**src/rtl/load_store_unit.sv**
```systemverilog
// load_store_unit: memory-access stage between execute and DataMem.
// Takes one load/store per request handshake and drives the DataMem pins.
// Aligned accesses use one memory cycle. Misaligned accesses are split into
// byte accesses, or fault when SPLIT_EN = 0. Illegal requests fault without
// touching memory. Load data comes back sign- or zero-extended.
//
// Ports:
//   clk, rst                      clock, asynchronous active-high reset
//   ReqValid/ReqReady             request handshake
//   ReqWrite, ReqFunct3           store flag and RISC-V funct3
//   ReqAddr, ReqWData             byte address and store data
//   RespValid                     one-cycle completion pulse
//   RespRData, RespFault          extended load data and fault flag
//   MemRead, MemWrite, MemAddr,
//   MemWData, MemFunct3           DataMem control, address, data, size
//   MemRData                      DataMem combinational read data
module load_store_unit #(
  parameter int unsigned ADDR_W   = 6,
  parameter bit          SPLIT_EN = 1'b1
) (
  input  logic              clk,
  input  logic              rst,
  input  logic              ReqValid,
  output logic              ReqReady,
  input  logic              ReqWrite,
  input  logic [2:0]        ReqFunct3,
  input  logic [31:0]       ReqAddr,
  input  logic [31:0]       ReqWData,
  output logic              RespValid,
  output logic [31:0]       RespRData,
  output logic              RespFault,
  output logic              MemRead,
  output logic              MemWrite,
  output logic [ADDR_W-1:0] MemAddr,
  output logic [31:0]       MemWData,
  output logic [2:0]        MemFunct3,
  input  logic [31:0]       MemRData
);

  localparam int unsigned BYTE_W = 8;

  localparam logic [2:0] F3_B  = 3'b000;
  localparam logic [2:0] F3_H  = 3'b001;
  localparam logic [2:0] F3_W  = 3'b010;
  localparam logic [2:0] F3_BU = 3'b100;
  localparam logic [2:0] F3_HU = 3'b101;

  typedef enum logic [1:0] {
    IDLE   = 2'd0,
    ACCESS = 2'd1,
    SPLIT  = 2'd2,
    RESP   = 2'd3
  } state_t;

  state_t state;
  state_t state_next;

  // Registered request and result
  logic              ready_q;
  logic              wr_q;
  logic [2:0]        f3_q;
  logic [ADDR_W-1:0] addr_q;
  logic [31:0]       wdata_q;
  logic [1:0]        k_q;
  logic [31:0]       rdata_q;
  logic              fault_q;

  // Request decode
  logic        accept_c;
  logic [2:0]  size_c;
  logic        legal_c;
  logic [32:0] last_c;
  logic        range_ok_c;
  logic        misaligned_c;
  logic        fault_c;
  logic [1:0]  last_k_c;
  logic [31:0] ext_c;

  assign accept_c = ReqValid & ready_q;
  assign ReqReady = ready_q;

  // Access size in bytes and legality of the requested funct3
  always_comb begin
    size_c  = 3'd4;
    legal_c = 1'b0;
    case (ReqFunct3[1:0])
      2'b00:   size_c = 3'd1;
      2'b01:   size_c = 3'd2;
      default: size_c = 3'd4;
    endcase
    if (ReqWrite) begin
      legal_c = (ReqFunct3 == F3_B) || (ReqFunct3 == F3_H) || (ReqFunct3 == F3_W);
    end else begin
      legal_c = (ReqFunct3 == F3_B) || (ReqFunct3 == F3_H) || (ReqFunct3 == F3_W) ||
                (ReqFunct3 == F3_BU) || (ReqFunct3 == F3_HU);
    end
  end

  // Last byte touched must lie inside memory; 33 bits so no wrap-around
  assign last_c       = {1'b0, ReqAddr} + 33'(size_c) - 33'd1;
  assign range_ok_c   = (last_c >> ADDR_W) == 33'd0;
  assign misaligned_c = ((ReqFunct3[1:0] == 2'b01) && ReqAddr[0]) ||
                        ((ReqFunct3[1:0] == 2'b10) && (ReqAddr[1:0] != 2'b00));
  assign fault_c      = !legal_c || !range_ok_c || (misaligned_c && !SPLIT_EN);

  // Final byte index of a split access: half = 1, word = 3
  assign last_k_c = (f3_q[1:0] == 2'b01) ? 2'd1 : 2'd3;

  // Extension of the assembled load data
  always_comb begin
    ext_c = rdata_q;
    case (f3_q)
      F3_B:    ext_c = {{24{rdata_q[7]}}, rdata_q[7:0]};
      F3_H:    ext_c = {{16{rdata_q[15]}}, rdata_q[15:0]};
      F3_BU:   ext_c = {24'd0, rdata_q[7:0]};
      F3_HU:   ext_c = {16'd0, rdata_q[15:0]};
      default: ext_c = rdata_q;
    endcase
  end

  // State register
  always_ff @(posedge clk or posedge rst) begin
    if (rst) begin
      state <= IDLE;
    end else begin
      state <= state_next;
    end
  end

  // Next-state logic
  always_comb begin
    state_next = state;
    case (state)
      IDLE: begin
        if (accept_c) begin
          if (fault_c) begin
            state_next = RESP;
          end else if (misaligned_c) begin
            state_next = SPLIT;
          end else begin
            state_next = ACCESS;
          end
        end
      end
      ACCESS: state_next = RESP;
      SPLIT: begin
        if (k_q == last_k_c) begin
          state_next = RESP;
        end
      end
      RESP:    state_next = IDLE;
      default: state_next = IDLE;
    endcase
  end

  // Request capture, byte counter and load-data assembly
  always_ff @(posedge clk or posedge rst) begin
    if (rst) begin
      ready_q <= 1'b0;
      wr_q    <= 1'b0;
      f3_q    <= F3_W;
      addr_q  <= '0;
      wdata_q <= 32'd0;
      k_q     <= 2'd0;
      rdata_q <= 32'd0;
      fault_q <= 1'b0;
    end else begin
      // Ready mirrors "next cycle is IDLE" so it is low for the whole busy window
      ready_q <= (state_next == IDLE);
      if (accept_c) begin
        wr_q    <= ReqWrite;
        f3_q    <= ReqFunct3;
        addr_q  <= ReqAddr[ADDR_W-1:0];
        wdata_q <= ReqWData;
        k_q     <= 2'd0;
        rdata_q <= 32'd0;
        fault_q <= fault_c;
      end
      if ((state == ACCESS) && !wr_q) begin
        rdata_q <= MemRData;
      end
      if (state == SPLIT) begin
        k_q <= k_q + 2'd1;
        if (!wr_q) begin
          rdata_q[{k_q, 3'b000} +: BYTE_W] <= MemRData[BYTE_W-1:0];
        end
      end
    end
  end

  // Output logic
  always_comb begin
    RespValid = 1'b0;
    RespRData = 32'd0;
    RespFault = 1'b0;
    MemRead   = 1'b0;
    MemWrite  = 1'b0;
    MemAddr   = '0;
    MemWData  = 32'd0;
    MemFunct3 = F3_W;
    case (state)
      ACCESS: begin
        MemRead   = !wr_q;
        MemWrite  = wr_q;
        MemAddr   = addr_q;
        MemWData  = wdata_q;
        MemFunct3 = f3_q;
      end
      SPLIT: begin
        MemRead   = !wr_q;
        MemWrite  = wr_q;
        MemAddr   = addr_q + ADDR_W'(k_q);
        MemFunct3 = wr_q ? F3_B : F3_BU;
        if (wr_q) begin
          MemWData = {24'd0, wdata_q[{k_q, 3'b000} +: BYTE_W]};
        end
      end
      RESP: begin
        RespValid = 1'b1;
        RespFault = fault_q;
        RespRData = (fault_q || wr_q) ? 32'd0 : ext_c;
      end
      default: ;
    endcase
  end

endmodule
```
**config.mk**
```make
export PLATFORM = sky130hd
export DESIGN_NAME = load_store_unit
export DESIGN_NICKNAME = d
export VERILOG_FILES = /design/src/rtl/load_store_unit.sv
export SDC_FILE = /design/constraint.sdc
export NUM_CORES = 1
export LEC_CHECK = 0
export BUFFER_PORTS_ARGS = -buffer_cell sky130_fd_sc_hd__buf_2
export CAP_MARGIN = 10
export CORE_MARGIN = 5
export CORE_UTILIZATION = 58
export DETAILED_ROUTE_END_ITERATION = 8
export GPL_ROUTABILITY_DRIVEN = 0
export PLACE_DENSITY_LB_ADDON = 0.2
export SYNTH_ARGS = -nofsm -noshare
export SYNTH_HDL_FRONTEND = slang
export SYNTH_SLANG_ARGS = --single-unit
```
**constraint.sdc**
```tcl
create_clock -name clk -period 5.5 [get_ports clk]
set_input_delay 0 -clock clk [delete_from_list [all_inputs] [get_ports clk]]
set_output_delay 0 -clock clk [all_outputs]
set_load 0.02 [all_outputs]
```
==> impl_results.md <==
* Post-synthesis async set-or-reset flop share at 1.00
* Transition time of the tightest slew-check pin at 1.17 ns
* Worst slew slack as a fraction of its limit at 0.213
* Commonest non-fill, non-tap cell in the layout: sky130_fd_sc_hd__buf_2
* Share of the cycle needed by the critical path after routing at 0.651
* Family with the most delay on the worst path: simple AND/OR/NAND/NOR gates
* Cell-by-cell listing of the critical path: dlygate4sd3_1 -> buf_2 -> inv_1 -> ha_1 -> inv_1 -> ha_1 -> a21oi_2 -> o221ai_2 -> o2111ai_4 -> a21oi_1 -> a21oi_1 -> or4b_1 -> or4b_1 -> nor4_1 -> o22ai_1
* Sequential area share after synthesis at 0.303
* DP Cell Count at 1069
* Average instance area after synthesis at 8.51 sq um
* Tot Pwr at 3.64 mW
* Ratio of cells with drive above 1 in the final layout at 0.260
* Fin Setup TNS at 0 ns
* Setup-failing EPs final at 0
* Reg power frac at 0.309
* # rows at 39
* Area share of and/or/nand/nor cells after synthesis at 0.179
* Number of clock buffers inserted by TritonCTS at 9
* Switching Power at 1.61 mW
* Cell type with the largest total area after synthesis: sky130_fd_sc_hd__dfrtp_1
* Worst Hold Class: in -> async
* Critical path peak fanout at 10
* Global-route wire length before repair at 31900 um
* DRT Pass-1 Iters at 7
* Worst clock skew at 0.00676 ns
* Main combinational cell family by area after synthesis: compound AO/OA/AOI/OAI gates
* M2 GR Usage at 0.509
* Max Cap Violations at 0
* Net count, final at 1141
* Crit path DAT at 3.78 ns
* Die Span X at 117 um
* Final std cells w/o fill at 1142
* Multiplexer fraction of the synthesized cell area at 0.0996
* Routing usage on met1 at 0.358
* Cell Area, Synth at 6620 sq um
* Detail Route Antenna Nets at 0
* Final Hold Slack at -0.00110 ns
* Clock latency on the worst-skew pair at 0.34 ns
* Warnings from Yosys at 0
* Largest incremental delay on the critical path at 0.53 ns
* Total vias in the final route at 6832
* Violation count after the first detailed-routing iteration at 449
* Post-CTS Setup Repair Bufs at 0
* Largest vdd supply drop at 0.366 mV
* Net switching fraction of the power at 0.442
* Max Freq at 279 MHz
* Register bit count reported by yosys at 80
* Yosys top cell area share at 0.299
* Run status: complete, but fails checks
* Synthesized Nets at 925
* Adder-Cell Fraction of Synth Area at 0.0843
* Combinational group share of total power at 0.533
* Crit end category: register
* Pleak at 4.04 nW
* Clock transition at the register clock pins on the worst setup and hold paths after CTS at 0.06 ns
* Cell at the slowest stage of the critical path: sky130_fd_sc_hd__dlygate4sd3_1
* Number of pins exceeding their max-slew limit in the final report at 0
* Portion of total power attributed to the clock network at 0.158
* Number of global-route vias before repair at 6575
* Antenna violations before repair at 0
* Busiest layer in global routing: met2
* Floorplan Core Area at 11300 sq um
* RSZ-0062 raised after global routing: no
* Area share of xor/xnor cells in the synthesized design at 0.0185
* Antenna Diode Count at 0
* Minimum period implied by the final worst setup slack at 3.58 ns
* Number of vias per cell after detailed routing at 5.98
* TritonCTS clock tree: built
* Areal power density over the cells at 431 nW/um^2
* Failing checks: negative hold slack
* Area of the die at 13700 sq um
* Synthesis-to-layout area growth at 27.7%
* Required time of the worst setup path at 5.70 ns
* Final routed wire length divided by cell count at 17.8 um
* Ranking of synthesized cells by area: sky130_fd_sc_hd__dfrtp_1 30%, sky130_fd_sc_hd__ha_1 8.1%, sky130_fd_sc_hd__mux2_2 6.5%
* Class of the most critical setup path: in -> reg
* EDFF count, synth at 0
* Chip height at 117 um
* Pin count of the biggest net entering global routing at 81
* Total global routing track utilization at 0.294
* Routing usage on met3 at 0.0411
* Element type at the critical path start: input port
* Post-DP HPWL at 14000 um
* H-tree depth at 3
* Number of clock sinks at 80
* Critical path buffers and inverters at 4
* Final routed wirelength across all metal layers at 20300 um
* Final routed DRC violation total at 0
* Clk buf depth at 2
* Number of failing hold endpoints at the final stage at 3
* Area fraction in compound gates after synthesis at 0.255
* Leading cell types in the layout, fill and taps excluded: 180 x sky130_fd_sc_hd__buf_2, 79 x sky130_fd_sc_hd__dfrtp_1, 71 x sky130_fd_sc_hd__nand2_1
* Leftover overflow at the end of global routing at 0
* Effective utilization at floorplan at 0.585
* Num ports at 181
* Root buf cell: sky130_fd_sc_hd__clkbuf_16
* Number of instances in the synthesized netlist at 778
* Number of unique standard cell types used by synthesis at 75
* Dominant register cell in the synthesized netlist: sky130_fd_sc_hd__dfrtp_1
* Total internal power at 2.03 mW
* Number of I/O port buffers at 180
==> Yosys cell counts (all sizes together) (12+ instances only) <==
library cell,instances
a22oi,36
dfrtp,79
ha,43
mux2,39
a211oi,12
a21oi,54
clkbuf,33
nor2,47
inv,67
o21ai,63
o21a,15
nand2,71
and2,44
==> final timing paths <==
path	startpoint	to	slack [ns]	cells after the start
worst min register to register	rdata_q[2]	rdata_q[2]	0.50	1
max in group asynchronous	rst	addr_q[0]	4.88	3
worst max register to register	state[1]	rdata_q[20]	2.09	9
min in group clk	MemRData[17]	rdata_q[17]	0	3
worst max-delay path	ReqAddr[2]	state[1]	1.92	15
worst min-delay path	rst	wdata_q[6]	-0.001	3
==> registers in the layout, summed over array words and instances, names as in the netlist <==
register,cells
ReqReady,1
addr_q,6
f3_q,3
fault_q,1
k_q,2
rdata_q,32
state,2
wdata_q,32
wr_q,1
==> final cells by class <==
type	count	area [sq um]
repair buffers	243	1520
well taps	143	179
flip-flops and latches	80	2000
multi-input cells	592	4220
inverters	68	256
clock buffers	12	236
clock inverters	4	45.0
fillers	828	2870
==> metal layers <==
metal / share of wire / vias to the layer above / wire length (um)
met4: 0.038 / 0 / 770
met3: 0.077 / 67 / 1570
met1: 0.39 / 3176 / 8010
met2: 0.49 / 317 / 9970
li1: - / 3272 / -
met5: 0 / - / 0
==> logic make-up (layout without fill, tap and decap cells) <==
family,count (synthesis),count (layout)
compound gates,249,249
simple gates,234,234
xor+xnor,14,14
flops,80,80
buf+inv,106,327
mux,51,51
fa+ha+maj,44,44
==> stage by stage <==
stage | cell area [sq um] | setup slack (ns) | utilization
3_5_place_dp | 7600 | 2.09 | 0.671
2_1_floorplan | 6620 | 2.62 | -
5_1_grt | 8450 | 1.67 | 0.747
3_3_place_gp | 7600 | 2.24 | 0.671
4_1_cts | 8450 | 1.96 | 0.747
6_report | 8450 | 1.92 | 0.747
==> tightest hold or removal path, cell delays in order <==
cell	delay [ns]
sky130_fd_sc_hd__buf_2	0.11
sky130_fd_sc_hd__clkinv_2	0.04
sky130_fd_sc_hd__buf_4	0.76
==> timing repair <==
item	CTS	global route
endpoints found under the hold margin	69	0
resized for setup	0	0
hold buffers	57	0
==> power groups by stage <==
stage               Sequential (mW)  Clock (mW)  Combinational (mW)
floorplan                      1.01           0                1.38
global placement               1.10           0                1.79
detailed placement             1.11           0                1.81
CTS                            1.11       0.578                1.90
global route                   1.16       0.608                2.11
finish                         1.13       0.576                1.94
Note: power is estimated with default switching activity, not from simulation.
